==> src/rtl/bus_arbiter.sv <==
// bus_arbiter: round-robin arbiter that drives the one-hot source selects of
// the shared 32-bit datapath bus (R0-R15, PC, MDR, InPort, HI, LO, ZHI, ZLO, C).
// A tenure counter forces a contended owner off the bus after MAX_HOLD cycles.
//
// Ports:
//   clk          system clock, rising edge
//   clr          asynchronous active-low reset
//   req          per-driver level request, held until granted
//   grant        registered one-hot bus-mux select
//   grant_valid  registered, high when any grant bit is set
//   grant_id     registered binary index of the owner, 0 when idle
//   preempt      registered one-cycle pulse after a forced switch-out
module bus_arbiter #(
    parameter int unsigned NUM_SRC  = 24,
    parameter int unsigned MAX_HOLD = 4,
    parameter int unsigned ID_W     = 5
) (
    input  logic               clk,
    input  logic               clr,
    input  logic [NUM_SRC-1:0] req,
    output logic [NUM_SRC-1:0] grant,
    output logic               grant_valid,
    output logic [ID_W-1:0]    grant_id,
    output logic               preempt
);

    localparam int unsigned TEN_W = $clog2(MAX_HOLD + 1);

    localparam logic [0:0] IDLE  = 1'b0;
    localparam logic [0:0] OWNED = 1'b1;

    logic [0:0]         state_q, state_d;
    logic [NUM_SRC-1:0] grant_q, grant_d;
    logic               grant_valid_q, grant_valid_d;
    logic [ID_W-1:0]    grant_id_q, grant_id_d;
    logic               preempt_q, preempt_d;
    logic [ID_W-1:0]    rr_ptr_q, rr_ptr_d;
    logic [TEN_W-1:0]   tenure_q, tenure_d;

    logic [NUM_SRC-1:0] own_mask_c;
    logic [NUM_SRC-1:0] others_c;
    logic               owner_req_c;
    logic [NUM_SRC-1:0] cand_c;
    logic               found_c;
    logic [ID_W-1:0]    win_c;

    // Requests other than the current owner's; in IDLE every request is a candidate.
    always_comb begin
        own_mask_c  = NUM_SRC'(1) << grant_id_q;
        others_c    = req & ~own_mask_c;
        owner_req_c = |(req & own_mask_c);
        cand_c      = (state_q == IDLE) ? req : others_c;
    end

    // Round-robin search: first candidate at or above rr_ptr, wrapping at NUM_SRC-1.
    always_comb begin
        int unsigned idx;
        idx     = 0;
        found_c = 1'b0;
        win_c   = '0;
        for (int unsigned k = 0; k < NUM_SRC; k++) begin
            idx = (32'(rr_ptr_q) + k) % NUM_SRC;
            if (!found_c && cand_c[idx[ID_W-1:0]]) begin
                found_c = 1'b1;
                win_c   = idx[ID_W-1:0];
            end
        end
    end

    // Next-state and output decode.
    always_comb begin
        logic take;
        state_d       = state_q;
        grant_d       = grant_q;
        grant_valid_d = grant_valid_q;
        grant_id_d    = grant_id_q;
        preempt_d     = 1'b0;
        rr_ptr_d      = rr_ptr_q;
        tenure_d      = tenure_q;
        take          = 1'b0;

        case (state_q)
            IDLE: begin
                take = found_c;
            end
            OWNED: begin
                if (!owner_req_c) begin
                    // Release wins over tenure expiry, so no preempt here.
                    if (found_c) begin
                        take = 1'b1;
                    end else begin
                        state_d       = IDLE;
                        grant_d       = '0;
                        grant_valid_d = 1'b0;
                        grant_id_d    = '0;
                        tenure_d      = '0;
                    end
                end else if (others_c == '0) begin
                    if (tenure_q < TEN_W'(MAX_HOLD)) begin
                        tenure_d = tenure_q + TEN_W'(1);
                    end
                end else if (tenure_q < TEN_W'(MAX_HOLD)) begin
                    tenure_d = tenure_q + TEN_W'(1);
                end else begin
                    take      = 1'b1;
                    preempt_d = 1'b1;
                end
            end
            default: begin
                state_d = IDLE;
            end
        endcase

        if (take) begin
            state_d       = OWNED;
            grant_d       = NUM_SRC'(1) << win_c;
            grant_valid_d = 1'b1;
            grant_id_d    = win_c;
            tenure_d      = TEN_W'(1);
            rr_ptr_d      = (32'(win_c) == NUM_SRC - 1) ? '0 : ID_W'(32'(win_c) + 1);
        end
    end

    // State and output registers.
    always_ff @(posedge clk or negedge clr) begin
        if (!clr) begin
            state_q       <= IDLE;
            grant_q       <= '0;
            grant_valid_q <= 1'b0;
            grant_id_q    <= '0;
            preempt_q     <= 1'b0;
            rr_ptr_q      <= '0;
            tenure_q      <= '0;
        end else begin
            state_q       <= state_d;
            grant_q       <= grant_d;
            grant_valid_q <= grant_valid_d;
            grant_id_q    <= grant_id_d;
            preempt_q     <= preempt_d;
            rr_ptr_q      <= rr_ptr_d;
            tenure_q      <= tenure_d;
        end
    end

    assign grant       = grant_q;
    assign grant_valid = grant_valid_q;
    assign grant_id    = grant_id_q;
    assign preempt     = preempt_q;

endmodule

==> config.mk <==
export PLATFORM = sky130hd
export DESIGN_NAME = bus_arbiter
export DESIGN_NICKNAME = d
export VERILOG_FILES = /design/src/rtl/bus_arbiter.sv
export SDC_FILE = /design/constraint.sdc
export NUM_CORES = 1
export LEC_CHECK = 0
export ABC_AREA = 1
export CAP_MARGIN = 20
export CORE_ASPECT_RATIO = 1.4
export CORE_UTILIZATION = 40
export DETAILED_ROUTE_END_ITERATION = 6
export GPL_TIMING_DRIVEN = 0
export PLACE_DENSITY_LB_ADDON = 0.08
export SETUP_SLACK_MARGIN = 0.4
export SLEW_MARGIN = 20
export SYNTH_ARGS = -nofsm -noshare
export SYNTH_HDL_FRONTEND = slang
export SYNTH_SLANG_ARGS = --single-unit
==> constraint.sdc <==
create_clock -name clk -period 5.1 [get_ports clk]
set_input_delay 0.765 -clock clk [delete_from_list [all_inputs] [get_ports clk]]
set_output_delay 0.765 -clock clk [all_outputs]
set_load 0.005 [all_outputs]
Word-level counts from Yosys, hierarchy flattened. Index checks and enable logic that the tools add are counted.

Register bits after elaboration: 40. Output and inout bits: 31. Logic and storage cells: 268.

Add/sub/neg operators: 25. Div/mod/pow operators: 24. $lt $le $gt $ge: 25. Eq/ne operators: 5. Shifts and indexed selects: 2. Muxes and demuxes: 125. Bitwise logic cells: 4. Reduce and logical (&&, ||, !) cells: 51.

Operators with widths (count): $mod A32 B5 Y32 const B (23); $mux W5 (29); $lt A5 B6 Y1 const B (24); $bmux W1 S5 (24); $mux W24 (5); $mux W1 (61); $add A5 B4 Y6 const B (8); $add A5 B5 Y6 const B (8); $and A24 B24 Y24 (2); $shl A1 B5 Y24 const A (2); $mod A5 B5 Y32 const B (1); $add A5 B3 Y6 const B (4); $logic_not A24 Y1 (1); $not A24 Y24 (1); $reduce_or A24 Y1 (1); $logic_and A1 B1 Y1 (23); $logic_not A1 Y1 (23); $mux W3 (5); $add A5 B2 Y6 const B (2); $add A5 B1 Y6 const B (1); $reduce_and A3 Y1 (2); $add A5 B1 Y5 const B (1); $eq A5 B5 Y1 const B (1); $ne A2 B1 Y1 const B (2); other kinds (7) (7).

Longest topological paths before layout.
Depth after elaboration: 81. Gate-level depth with buffers: 46.

Least setup slack after synthesis. Ideal clock, no wire load.

Kind: register to register. Start point: register rr_ptr_q[1]. End point: register rr_ptr_q[3]. Data arrival time: 4975 ps. Required time: 4984 ps. Slack: 8 ps. Cell stages (with the launch flop): 39. Buffers on the path: 2. Path through: dfrtp_1 > buf_2 > inv_1 > clkbuf_1 > ha_1 > inv_1 > nand2_2 > xor2_4 > ha_1 > nand3b_1 > nand2_1 > nand2_1 > xor2_1 > nand2_1 > nand2_1 > nor2_1 > nor2_2 > inv_1 > [3 not listed] > nand4_1 > nor2_1 > nand4_2 > nor2_2 > nand4_2 > nor2_2 > nand2_1 > nor2_1 > nor2_1 > nand3_1 > nand2_1 > inv_1 > ha_1 > nand2_1 > nor2_1 > nor2_2 > nand2_1 > nand2_1.

Word-level cells in the longest chain between the ends: 76.

Ends and longest elaborated chain: start, declared (RTL line 37) `logic [ID_W-1:0] rr_ptr_q, rr_ptr_d;`; start signal, assigned (RTL line 140) `rr_ptr_q <= rr_ptr_d;`; branches (longest 76 deep; another with $mod A32 B5 Y32).

Several ways; the timed one is not identified. The select of a mux whose other input is x is not followed. A chain may end at the register's enable or synchronous reset.

Worst setup path in the final report.
Start point: register rr_ptr_q[1]. End point: register rr_ptr_q[0].

The elaborated chain is that of the path after synthesis.

==> impl_results.rst <==
.. list-table::
   :header-rows: 1

   * - Metric
     - Value
   * - Ratio of final minimum period to clock period
     - 1.02
   * - Die outline area
     - 19,400 um^2
   * - Remaining global-route overflow
     - 0
   * - Maximum achievable frequency
     - 192 MHz
   * - Register area share after synthesis
     - 0.133
   * - Synthesized area divided by synthesized cell count
     - 5.59 um^2
   * - CTS tree
     - done
   * - Synth-to-layout area growth
     - 41.7%
   * - Number of port buffers
     - 56
   * - Routed len/inst
     - 18.0 um
   * - Mapped cell area
     - 7540 um^2
   * - Net total in the final layout
     - 1,586
   * - Iteration-0 DRC count of the detailed router
     - 671
   * - Syn. warnings
     - 0
   * - Worst slack at placement
     - -1.23 ns
   * - Hold Vio Cnt, Final
     - 0
   * - X dimension of the die
     - 118 um
   * - Number of fill cells in the layout
     - 1,845
   * - Post-route core utilization
     - 0.576
   * - Hpwl dp
     - 23,900 um
   * - Setup repair after global routing missed its margin
     - yes
   * - Count of flip-flops with a built-in enable after synthesis
     - 0
   * - Buffer levels on the longest clock path
     - 2
   * - Setup CP Type
     - reg2reg
   * - Worst Path Required
     - 5.28 ns
   * - First-pass iteration count of the detailed router
     - 5
   * - Hold WS
     - 0.371 ns
   * - Maximum net fanout on the critical path
     - 8
   * - Fraction of layout instances using a drive strength above 1
     - 0.237
   * - Max Cap Viol
     - 0
   * - Worst-skew pair later-pin latency
     - 0.29 ns
   * - Multi-input combinational cell area
     - 6680 um^2
   * - Global placer's final weighted congestion
     - 0.997
   * - Net Count, Synth
     - 1,423
   * - Worst Tran Pin Value
     - 0.856 ns
   * - Most frequent CP cell
     - sky130_fd_sc_hd__nand2_1
   * - Number of design rule violations left after detail routing
     - 0
   * - Pin count of the biggest net entering global routing
     - 30
   * - Violated checks
     - setup timing
   * - Clock-pin slew on the worst setup and hold paths
     - 0.06 ns
   * - Number of distinct standard cells referenced by the synthesized netlist
     - 55
   * - Number of max-slew violations in the final report
     - 0
   * - Run status
     - finished with violations
   * - Clk root buf
     - sky130_fd_sc_hd__clkbuf_16
   * - Max-Slew Margin vs Limit
     - 0.424
   * - Final setup vio count
     - 18
   * - Shortest period the worst path allows
     - 5.20 ns
   * - Via count of the first global-routing pass
     - 8,870
   * - Clock skew after layout
     - 0.00639 ns
   * - I/O pin cnt
     - 57
   * - Core Rows
     - 59
   * - Register area
     - 1010 um^2
   * - Area of the core
     - 18,500 um^2
   * - Synth async-reset ratio
     - 1.00
   * - Number of antenna violations at the first check in global routing
     - 0
   * - Class of the tightest hold or removal check
     - in2async
   * - DRT Wirelength
     - 31,600 um
   * - Global Route Usage Sum
     - 0.316
   * - Predominant post-synthesis flop cell
     - sky130_fd_sc_hd__dfrtp_1
   * - CTS H-tree depth
     - 2
   * - Global-route wire length before repair
     - 47,800 um
   * - Synthesized netlist cell count
     - 1,349
   * - Count of nets left with antenna violations after detail routing
     - 0
   * - Number of synthesized register bits
     - 40
   * - Inserted Clock Buffers
     - 5
   * - Clock sinks
     - 40
   * - Critical path's slowest cell
     - sky130_fd_sc_hd__dfrtp_2
   * - Startpoint type of the worst setup path
     - flip-flop
   * - Crit path capture type
     - flip-flop
   * - Average via count per standard cell
     - 5.54
   * - Minimum setup slack in the final design
     - -0.104 ns
   * - Die boundary height
     - 164 um
   * - Antenna Cells
     - 0
   * - Max stage delay on crit path
     - 0.40 ns
   * - Hold-fix buffers at CTS
     - 0
   * - Crit path arrival time
     - 5.38 ns
   * - Vias after detailed routing
     - 9,733
   * - Initial cell density of the core
     - 0.407
[critical path, delay by kind of cell, from the launching register on]
| family | cells | cell delay, ns |
|---|---|---|
| flip-flops | 1 | 0.40 |
| AND/OR/NAND/NOR | 28 | 2.86 |
| adder cells (fa/ha/maj) | 3 | 0.66 |
| AO/OA/AOI/OAI | 1 | 0.25 |
| buffers and inverters | 10 | 0.92 |
[layout by cell type (no fill, tap or decap), drive strengths merged, types with 4 or more instances in the layout]
master         instances
o22ai                  9
a21oi                 46
ha                    48
dfrtp                 40
clkdlybuf4s50         55
nor2                 146
nand3b                21
nand3                218
nand2                383
xor2                  23
inv                  180
o21ai                 91
clkbuf                14
clkinv                 4
buf                  125
o211ai                 8
a31oi                  5
nand4                 45
nor3                  12
xnor2                  4
clkinvlp               5
[cells by family after synthesis]
group           count (synthesis)  synth area share
compound gates                179             0.136
xor+xnor                       27            0.0389
fa+ha+maj                      48            0.0797
buf+inv                       220             0.118
flops                          40             0.133
simple gates                  835             0.495
[cells in the mapped netlist (all sizes together), types with 2 or more instances]
cell | number | area share
and2 | 3 | 0.0025
clkbuf | 8 | 0.0040
nand3 | 218 | 0.14
o22ai | 9 | 0.0075
nand2 | 383 | 0.19
a41oi | 2 | 0.0023
nand4 | 45 | 0.039
o21a | 3 | 0.0030
a21oi | 46 | 0.033
ha | 48 | 0.080
a31oi | 5 | 0.0042
a32oi | 2 | 0.0023
inv | 182 | 0.092
o211ai | 8 | 0.0080
nand3b | 21 | 0.021
clkinv | 4 | 0.0020
xor2 | 23 | 0.033
nor2 | 146 | 0.080
o21ai | 91 | 0.060
nor3 | 12 | 0.0093
xnor2 | 4 | 0.0056
dfrtp | 40 | 0.13
o21bai | 3 | 0.0035
or2 | 3 | 0.0025
o2111ai | 3 | 0.0035
buf | 26 | 0.020
[final cells by class]
class / instances / share of cell area
repair inverters: 1 / 0.000703
clock inverters: 3 / 0.00434
multi-input cells: 1089 / 0.625
inverters: 186 / 0.0705
repair buffers: 155 / 0.136
clock buffers: 5 / 0.0117
well taps: 244 / 0.0286
plain buffers: 34 / 0.0285
flip-flops and latches: 40 / 0.0942
[through the flow]
step	instances	TNS [ns]	cell area, um^2
2_1_floorplan	1349	0	7590
3_3_place_gp	1649	-39.93	8460
3_5_place_dp	1650	-41.71	8480
4_1_cts	1731	0	9960
5_1_grt	1757	-10.25	10700
6_report	1757	-0.646	10700
[registers in the layout, summed over array words and instances (netlist names)]
register	flops
grant	24
state_q	1
grant_id	5
grant_valid	1
rr_ptr_q	5
preempt	1
tenure_q	3
[per-layer routing]
layer | global-route usage | wire length (um) | vias up
met5 | 0 | 0 | -
met4 | 0.191 | 2030 | 0
met3 | 0.0135 | 1460 | 92
met2 | 0.571 | 15600 | 337
met1 | 0.373 | 12500 | 4519
li1 | - | - | 4785
[final timing paths]
path	startpoint	end	slack (ns)	cells after the start
setup / recovery	rr_ptr_q[1]$_DFFE_PN0P_	rr_ptr_q[0]$_DFFE_PN0P_	-0.10	42
hold / removal	clr	grant_id[3]$_DFFE_PN0P_	0.37	1
setup reg to reg	rr_ptr_q[1]$_DFFE_PN0P_	rr_ptr_q[0]$_DFFE_PN0P_	-0.10	42
hold reg to reg	grant[4]$_DFFE_PN0P_	grant[4]$_DFFE_PN0P_	0.49	2
max in group asynchronous	clr	rr_ptr_q[2]$_DFFE_PN0P_	4.26	2
min in group clk	grant[4]$_DFFE_PN0P_	grant[4]$_DFFE_PN0P_	0.49	2
[repair_timing]
action	in CTS	in global routing
endpoints found under the setup margin	39	39
gates resized for setup	176	131
buffers inserted	72	26
gates cloned	1	0
pin swaps	61	88
Power is not shown: default switching activity piles up to over one toggle a cycle in this logic, so the estimate is an artifact.
